===== src/rtl/adder_arbiter.sv =====
// Round-robin arbiter sharing one adder between two valid/ready requesters.
// The sum is registered into a single-entry response slot tagged with the
// owning requester ID and the carry-out.

`ifndef WORD
`define WORD 32
`endif

// Shared combinational adder datapath.
module adder #(
  parameter int WORD = `WORD
) (
  input  logic [WORD-1:0] Ain,
  input  logic [WORD-1:0] Bin,
  output logic [WORD-1:0] add_out
);

  // Plain modular sum; the carry is recovered by the caller.
  assign add_out = Ain + Bin;

endmodule

module adder_arbiter #(
  parameter int WORD = `WORD
) (
  input  logic            clk,
  input  logic            rst_n,
  input  logic            req0_valid,
  input  logic [WORD-1:0] req0_a,
  input  logic [WORD-1:0] req0_b,
  output logic            req0_ready,
  input  logic            req1_valid,
  input  logic [WORD-1:0] req1_a,
  input  logic [WORD-1:0] req1_b,
  output logic            req1_ready,
  output logic            rsp_valid,
  output logic [WORD-1:0] rsp_data,
  output logic            rsp_id,
  output logic            rsp_carry,
  input  logic            rsp_ready,
  output logic            busy
);

  typedef enum logic {
    EMPTY = 1'b0,
    FULL  = 1'b1
  } state_t;

  state_t          state_reg;
  logic            prio_reg;
  logic            rsp_valid_reg;
  logic [WORD-1:0] rsp_data_reg;
  logic            rsp_id_reg;
  logic            rsp_carry_reg;

  logic            can_accept;
  logic            both_valid;
  logic            grant0;
  logic            grant1;
  logic            grant_any;
  logic [WORD-1:0] ain;
  logic [WORD-1:0] bin;
  logic [WORD-1:0] sum;
  logic            carry;

  // The slot is free when empty, or when the held result leaves this cycle,
  // which lets a new add land every cycle.
  assign can_accept = (state_reg == EMPTY) | (rsp_ready & rsp_valid_reg);
  assign both_valid = req0_valid & req1_valid;

  // Grant: a lone requester always wins; a tie goes to the priority pointer.
  // Gated by rst_n so no handshake can be signalled while in reset.
  always_comb begin
    grant0 = 1'b0;
    grant1 = 1'b0;
    if (rst_n && can_accept) begin
      if (both_valid) begin
        grant0 = ~prio_reg;
        grant1 = prio_reg;
      end else begin
        grant0 = req0_valid;
        grant1 = req1_valid;
      end
    end
  end

  assign grant_any  = grant0 | grant1;
  assign req0_ready = grant0;
  assign req1_ready = grant1;

  // Operand mux defaults to requester 0 when nothing is granted; the result
  // is then simply not captured.
  assign ain = grant1 ? req1_a : req0_a;
  assign bin = grant1 ? req1_b : req0_b;

  adder #(.WORD(WORD)) u_adder (
    .Ain     (ain),
    .Bin     (bin),
    .add_out (sum)
  );

  // An unsigned sum smaller than an operand means the addition wrapped.
  assign carry = (sum < ain);

  // Response slot FSM: capture on grant, drain on consumer accept, and
  // rotate priority only after a contended grant.
  always_ff @(posedge clk or negedge rst_n) begin
    if (!rst_n) begin
      state_reg     <= EMPTY;
      prio_reg      <= 1'b0;
      rsp_valid_reg <= 1'b0;
      rsp_data_reg  <= '0;
      rsp_id_reg    <= 1'b0;
      rsp_carry_reg <= 1'b0;
    end else begin
      if (grant_any) begin
        state_reg     <= FULL;
        rsp_valid_reg <= 1'b1;
        rsp_data_reg  <= sum;
        rsp_carry_reg <= carry;
        rsp_id_reg    <= grant1;
        if (both_valid) begin
          prio_reg <= grant0;
        end
      end else if ((state_reg == FULL) && rsp_ready) begin
        state_reg     <= EMPTY;
        rsp_valid_reg <= 1'b0;
      end
    end
  end

  assign rsp_valid = rsp_valid_reg;
  assign rsp_data  = rsp_data_reg;
  assign rsp_id    = rsp_id_reg;
  assign rsp_carry = rsp_carry_reg;
  assign busy      = rsp_valid_reg & ~rsp_ready;

endmodule


===== config.mk =====
export PLATFORM = sky130hd
export DESIGN_NAME = adder_arbiter
export DESIGN_NICKNAME = d
export VERILOG_FILES = /design/src/rtl/adder_arbiter.sv
export SDC_FILE = /design/constraint.sdc
export NUM_CORES = 1
export LEC_CHECK = 0
export BUFFER_PORTS_ARGS = -buffer_cell sky130_fd_sc_hd__buf_4
export CORE_ASPECT_RATIO = 1.25
export CORE_MARGIN = 2
export CORE_UTILIZATION = 50
export CTS_CLUSTER_DIAMETER = 40
export DETAILED_ROUTE_END_ITERATION = 8
export PLACE_DENSITY = 0.92
export SLEW_MARGIN = 0
export SYNTH_ARGS = -nofsm -noshare
export SYNTH_HDL_FRONTEND = slang
export SYNTH_HIERARCHICAL = 1
export SYNTH_SLANG_ARGS = --single-unit

===== constraint.sdc =====
create_clock -name clk -period 8.4 [get_ports clk]
set_input_delay 2.1 -clock clk [delete_from_list [all_inputs] [get_ports clk]]
set_output_delay 2.1 -clock clk [all_outputs]
set_load 0.02 [all_outputs]

==> flow_summary.json, run 1 <==
{
  "status": "finished clean",
  "cts_resized": 0,
  "clock_sinks": 36,
  "crit_slowest_cell": "inv_1",
  "worstSetupPathType": "in -> reg",
  "yosysMostFrequentCell": "nand2_1",
  "coreArea_um2": 9080,
  "finalNetCount": 940,
  "synth_cells": 589,
  "gp_congestion": 0.919,
  "slew_headroom": 0.476,
  "avgSynthCellArea_um2": 7.88,
  "yosysTopAreaCell": "dfrtp_1",
  "post-cts-setup-buffers": 0,
  "p_leak_nw": 3.36,
  "synth-main-ff-cell": "dfrtp_1",
  "hpwl_um": 11600,
  "synth_seq_cells": 36,
  "io_pins": 171,
  "netlist_area_um2": 4640,
  "required_ps": 8600,
  "h-tree-depth": 2,
  "cts_hold_buf": 0,
  "synth.distinct_cells": 59,
  "synth_common_cells": "nand2_1, ha_1, inv_1",
  "synthTopCellsByArea": "dfrtp_1, ha_1, nand2_1",
  "power.density_nw_per_um2": 246,
  "antenna_found_initial": 0,
  "largest_reg_flops": 32,
  "grt_max_degree": 66,
  "tns_ps": 0,
  "portBuffers": 170,
  "final_util": 0.680,
  "synth_nets": 785,
  "drt_wl_total_um": 14200,
  "clock_latency_ps": 280,
  "slowest_delay_ps": 600,
  "setup_viol": 0,
  "grt-busiest-layer": "met2",
  "cts-root-buf": "clkbuf_16",
  "first_pass_iters": 5,
  "path_cells": "buf_4, o2111ai_4, inv_1, buf_4, nand2_1, nand2_1, ha_1, fa_1, a21o_1, a31o_2, nand3_1, o221ai_1, a31oi_1, o311ai_1, ha_1, nand4_1, nor3_1, a2111oi_0, a32oi_1, a31oi_1",
  "synth_top_cell_area_share": 0.194,
  "met1_usage": 0.322,
  "maxCapViolations": 0,
  "vias": 4879,
  "crit_arrival_ps": 7240,
  "wl_per_cell_um": 16.3,
  "cts_buffer_depth": 2,
  "finalCritPeriodShare": 0.838,
  "cts_tree": "yes",
  "start_util": 0.512,
  "clkSlewWorstSetupHoldPaths_ps": 60,
  "grt_overflow": 0,
  "drive_above_1_share": 0.306,
  "fin_hold_ws_ps": 493,
  "critPathMaxFanout": 38,
  "ant_nets": 0,
  "yosysWarnings": 6,
  "area_delta_synth_final_pct": 32.9,
  "clock_skew_ps": 7.39,
  "die_h_um": 112,
  "min_path_type": "reg -> reg",
  "dieArea_um2": 10100,
  "async_flop_share": 1.00,
  "clock.fmax_ghz": 0.142,
  "die_w_um": 90.2,
  "rsz0062_at_grt": "false",
  "grt_pass1_wl_um": 23700,
  "diodes": 0,
  "drtIter0Drc": 225,
  "ir_worst_vdd_mv": 0.125,
  "startpoint_type": "input port",
  "synth_edf_count": 0,
  "viasPerCell": 5.62,
  "end_kind": "register",
  "slew_viol_final": 0,
  "met3_usage": 0.0311,
  "route.detailed.drc": 0,
  "yosysSeqAreaShare": 0.194,
  "fp-row-count": 39,
  "cts_buffers": 5,
  "tightest_slew_ps": 785,
  "grt_pass1_vias": 5178,
  "use_met2": 0.526,
  "grtUsageTotal": 0.282,
  "fin_crit_ps": 7040,
  "report.final.hold_viol_count": 0
}
-- placed cells by master, fill, tap and decap left out, types with 2 or more instances in the layout --
cell       netlist  routed
buf_4            2     173
nand2_1        140     140
ha_1            62      62
inv_1           39      39
a21oi_1         38      38
dfrtp_1         36      36
mux2_2          32      32
mux2i_1         27      27
a21o_1          21      21
o21ai_0         20      20
nor2_1          17      17
nand4_1         15      15
xor2_1          15      15
xnor2_1         14      14
nand3_1         11      11
a211oi_1         7       7
nor3_1           6       6
clkbuf_16        0       5
o211ai_1         4       4
a31oi_1          4       4
o21bai_1         4       4
nor2b_1          3       3
a2111oi_0        3       3
o21a_1           3       3
or2_2            3       3
and2_1           2       2
or3_1            2       2
nor4_1           2       2
o221ai_1         2       2
nand2b_1         2       2
o311ai_1         2       2
a311oi_1         2       2
-- metal layers --
| layer | share of wire | up-vias |
|---|---|---|
| met5 | 0 | - |
| met4 | 0.034 | 0 |
| met3 | 0.047 | 38 |
| met2 | 0.52 | 200 |
| met1 | 0.40 | 2244 |
| li1 | - | 2397 |
-- layout make-up --
| class | count | area, um^2 |
|---|---|---|
| sequential | 36 | 901 |
| inverter | 40 | 150 |
| clock inverter | 3 | 42.5 |
| timing repair buffer | 173 | 1300 |
| clock buffer | 5 | 125 |
| fill | 773 | 2910 |
| multi-input combinational | 488 | 3500 |
| tap | 123 | 154 |
-- path summary, 6_finish.rpt --
check | start | end | slack, ps | cells after the start
min in group asynchronous | rst_n | rsp_id | 1800 | 1
max reg2reg | prio_reg | rsp_carry | 2980 | 18
max in group asynchronous | rst_n | rsp_data[21] | 6240 | 1
min | rsp_id | rsp_id | 490 | 2
min reg2reg | rsp_id | rsp_id | 490 | 2
max | rst_n | rsp_carry | 1360 | 20
-- logic make-up (layout without fill, tap and decap cells) --
| logic type | count (synthesis) | in the layout | share of synthesized area |
|---|---|---|---|
| compound gates | 128 | 128 | 0.192 |
| xor+xnor | 29 | 29 | 0.0547 |
| fa+ha+maj | 63 | 63 | 0.171 |
| buf+inv | 65 | 221 | 0.0563 |
| flops | 36 | 36 | 0.194 |
| mux | 60 | 60 | 0.139 |
| simple gates | 208 | 208 | 0.193 |
-- power breakdown --
part	internal [W]	leakage, nW	switching, W
sequential	0.000258	0.422	0.0000523
clock	0.000140	0.0798	0.0000774
combinational	0.000441	2.86	0.000547
total	0.000839	3.36	0.000677
-- metrics by stage --
step / std cells / total power, W / area (um^2) / setup WS, ps
finish: 868 / 0.00152 / 6170 / 1360
CTS: 868 / 0.00151 / 6170 / 1430
detailed placement: 860 / 0.00129 / 6000 / 1170
global placement: 860 / 0.00126 / 6000 / 1330
floorplan: 589 / 0.000940 / 4640 / 2240
global route: 868 / 0.00162 / 6170 / 773
-- critical path: cells and delay by family --
family | cells | cell delay (ps)
AND/OR/NAND/NOR | 5 | 440
adder cells (fa/ha/maj) | 3 | 750
buffers and inverters | 3 | 1380
AO/OA/AOI/OAI | 9 | 2540
Note: power is estimated with default switching activity, not from simulation.
==> inputs of run 2 (changes only) <==
--- a/config.mk
+++ b/config.mk
@@ -5,13 +5,14 @@
 export SDC_FILE = /design/constraint.sdc
 export NUM_CORES = 1
 export LEC_CHECK = 0
+export ABC_AREA = 1
 export BUFFER_PORTS_ARGS = -buffer_cell sky130_fd_sc_hd__buf_4
 export CORE_ASPECT_RATIO = 1.25
 export CORE_MARGIN = 2
-export CORE_UTILIZATION = 50
+export CORE_UTILIZATION = 48
 export CTS_CLUSTER_DIAMETER = 40
 export DETAILED_ROUTE_END_ITERATION = 8
-export PLACE_DENSITY = 0.92
+export PLACE_DENSITY = 0.9
 export SLEW_MARGIN = 0
 export SYNTH_ARGS = -nofsm -noshare
 export SYNTH_HDL_FRONTEND = slang
==> constraint.sdc (replaced) <==
create_clock -name clk -period 6.37 [get_ports clk]
set_input_delay 1.5925 -clock clk [delete_from_list [all_inputs] [get_ports clk]]
set_output_delay 1.5925 -clock clk [all_outputs]
set_load 0.02 [all_outputs]
==> run 2 against run 1 <==
Global-route usage fell by 1.5 points. Clock power up 12%. Critical path depth up 6. Register-to-register slack got worse by 840 ps. Cell area rose by 12%. Utilization down 5.1 points. Clock-buffer cell count grew 3. Largest cell class unchanged.
==> flow_summary.json, run 2 <==
{
  "slowest_delay_ps": 340,
  "post-cts-setup-buffers": 0,
  "ant_nets": 0,
  "synth_nets": 1154,
  "p_leak_nw": 4.41,
  "die_w_um": 98.6,
  "die_h_um": 122,
  "fin_hold_ws_ps": 478,
  "crit_arrival_ps": 5440,
  "setup_viol": 0,
  "preCtsSetupSlack_ps": 951,
  "yosysSeqAreaShare": 0.168,
  "finalNetCount": 1317,
  "gp_congestion": 0.968,
  "yosys.area_share.simple": 0.447,
  "yosysWarnings": 6,
  "cts_tree": "yes",
  "critPathMaxFanout": 30,
  "fillers": 1079,
  "grt_max_degree": 72,
  "portBuffers": 170,
  "area_delta_synth_final_pct": 28.8,
  "crit_top_cell": "nand2_1",
  "clock_skew_ps": 6.11,
  "antenna_found_initial": 0,
  "worstSetupPathType": "in -> reg",
  "avgSynthCellArea_um2": 5.60,
  "synthTopCellsByArea": "nand2_1, dfrtp_1, ha_1",
  "rsz0062_at_grt": "false",
  "end_kind": "register",
  "synth_cells": 958,
  "coreArea_um2": 11000,
  "ir_worst_vdd_mv": 0.136,
  "min_path_type": "reg -> reg",
  "use_met2": 0.444,
  "diodes": 0,
  "slew_viol_final": 0,
  "fp-row-count": 43,
  "synth-xor-area-share": 0.0278,
  "path_delay_family": "simple AND/OR/NAND/NOR gates",
  "met1_usage": 0.353,
  "met3_usage": 0.0241,
  "largest_reg_flops": 32,
  "multi_input_area_um2": 3770,
  "mostFrequentLayoutCell": "nand2_1",
  "vias": 6227,
  "synth_top_family_by_area": "simple AND/OR/NAND/NOR gates",
  "grtUsageTotal": 0.267,
  "dieArea_um2": 12000,
  "reg2regPathDepth": 24,
  "crit_start": "rsp_ready",
  "grt_overflow": 0,
  "cts_buffer_depth": 2,
  "netlist_area_um2": 5360,
  "cp_num_buf_inv": 6,
  "synth_top_cell_area_share": 0.315,
  "synth_seq_cells": 36,
  "timing.rr.end": "rsp_carry",
  "cts_hold_buf": 0,
  "async_flop_share": 1.00,
  "reg2reg_from": "rsp_valid",
  "cts_resized": 0,
  "grt_pass1_wl_um": 26400,
  "synthAdderAreaFrac": 0.148,
  "maxCapViolations": 0,
  "hpwl_um": 13600,
  "power.density_nw_per_um2": 309,
  "first_pass_iters": 6,
  "cts_buffers": 5,
  "cts-root-buf": "clkbuf_16",
  "grt-busiest-layer": "met2",
  "synth_mux_area_frac": 0,
  "synth_common_cells": "nand2_1, inv_1, ha_1",
  "finalCritPeriodShare": 0.820,
  "h-tree-depth": 2,
  "fin_ws_ps": 1150,
  "status": "finished clean",
  "tns_ps": 0,
  "synth-compound-area-share": 0.0802,
  "yosysTopAreaCell": "nand2_1",
  "regArea_um2": 901,
  "clock_sinks": 36,
  "final_cell_mix": "nand2_1, buf_4, inv_1",
  "clkSlewWorstSetupHoldPaths_ps": 50,
  "slew_headroom": 0.556,
  "drive_above_1_share": 0.217,
  "startpoint_type": "input port",
  "grt_pass1_vias": 5829,
  "synth.distinct_cells": 34,
  "drt_wl_total_um": 16000,
  "report.final.hold_viol_count": 0,
  "clock_latency_ps": 280,
  "drtIter0Drc": 372,
  "crit_slowest_cell": "a2111oi_0",
  "tightest_slew_ps": 659,
  "crit_cells": 26,
  "route.detailed.drc": 0,
  "required_ps": 6590,
  "io_pins": 171,
  "synth_edf_count": 0,
  "wl_per_cell_um": 12.7,
  "clock.fmax_ghz": 0.191,
  "viasPerCell": 4.95,
  "crit_end": "rsp_carry",
  "yosysMostFrequentCell": "nand2_1",
  "fin_crit_ps": 5220,
  "start_util": 0.489,
  "rrSetupSlack_ps": 2140,
  "synth-main-ff-cell": "dfrtp_1",
  "final_util": 0.629
}
[run 2: changes by cell type in the layout (fill, tap and decap cells not counted), sizes merged, moves of 4 or more]
cell and change:
o21ai +11, mux2i -27, or2 +23, nand4 -10, xnor2 -12, a21oi -4
nand2 +325, inv +121, a211oi -6, mux2 -33, a21o -20, nor2 +32
nand3 +22
[run 2: worst register-to-register path, cell delays in order, from the launching register on]
cell	delay, ps
dfrtp_1	400
a21boi_2	220
nand2_2	90
inv_2	330
buf_4	320
or2_2	140
o21ai_0	120
inv_1	140
ha_1	310
or2_4	280
nand3_2	80
nand2_2	70
nand2_1	80
nand2_2	80
xor2_1	270
ha_1	310
nand2_1	70
inv_1	60
nand2_1	70
a31oi_1	80
a2111oi_0	340
nand2_1	130
nand2_1	80
nand2_1	50
nand2_1	50
[run 2: metal layers]
layer	vias up	wire length, um
met3	40	1030
met2	209	7440
met1	2741	7020
met5	-	0
li1	3237	-
met4	0	538
[run 2: logic make-up after synthesis]
group                    count (synthesis)
buffers and inverters                  180
AND/OR/NAND/NOR                        584
AO/OA/AOI/OAI                           78
flip-flops                              36
adder cells (fa/ha/maj)                 63
XOR/XNOR                                17
[run 2: power by group]
group          total [W]  leakage (nW)  switching (W)  internal, W
combinational    0.00148          3.89       0.000917     0.000567
sequential      0.000405         0.445      0.0000687     0.000336
clock           0.000243        0.0712      0.0000871     0.000156
total            0.00213          4.41        0.00107      0.00106
[run 2: how the worst min path moves through the flow]
stage | slack [ps] | from | cells past startpoint | to
floorplan | 550 | prio_reg | 2 | prio_reg
finish | 480 | rsp_data[19] | 2 | rsp_data[19]
global placement | 460 | rsp_data[13] | 2 | rsp_data[13]
global route | 490 | rsp_data[26] | 2 | rsp_data[26]
detailed placement | 470 | rsp_data[19] | 2 | rsp_data[19]
CTS | 480 | rsp_data[19] | 2 | rsp_data[19]
[run 2: layout make-up]
class	count	area share
inverters	161	0.0875
flip-flops and latches	36	0.130
clock buffers	8	0.0212
well taps	135	0.0245
multi-input cells	742	0.546
repair buffers	175	0.190
[run 2: stage by stage]
step           total power (W)  area [um^2]  cells
2_1_floorplan          0.00137         5360    958
3_3_place_gp           0.00183         6760   1249
3_5_place_dp           0.00187         6760   1249
4_1_cts                0.00212         6910   1257
5_1_grt                0.00233         6910   1257
6_report               0.00213         6910   1257
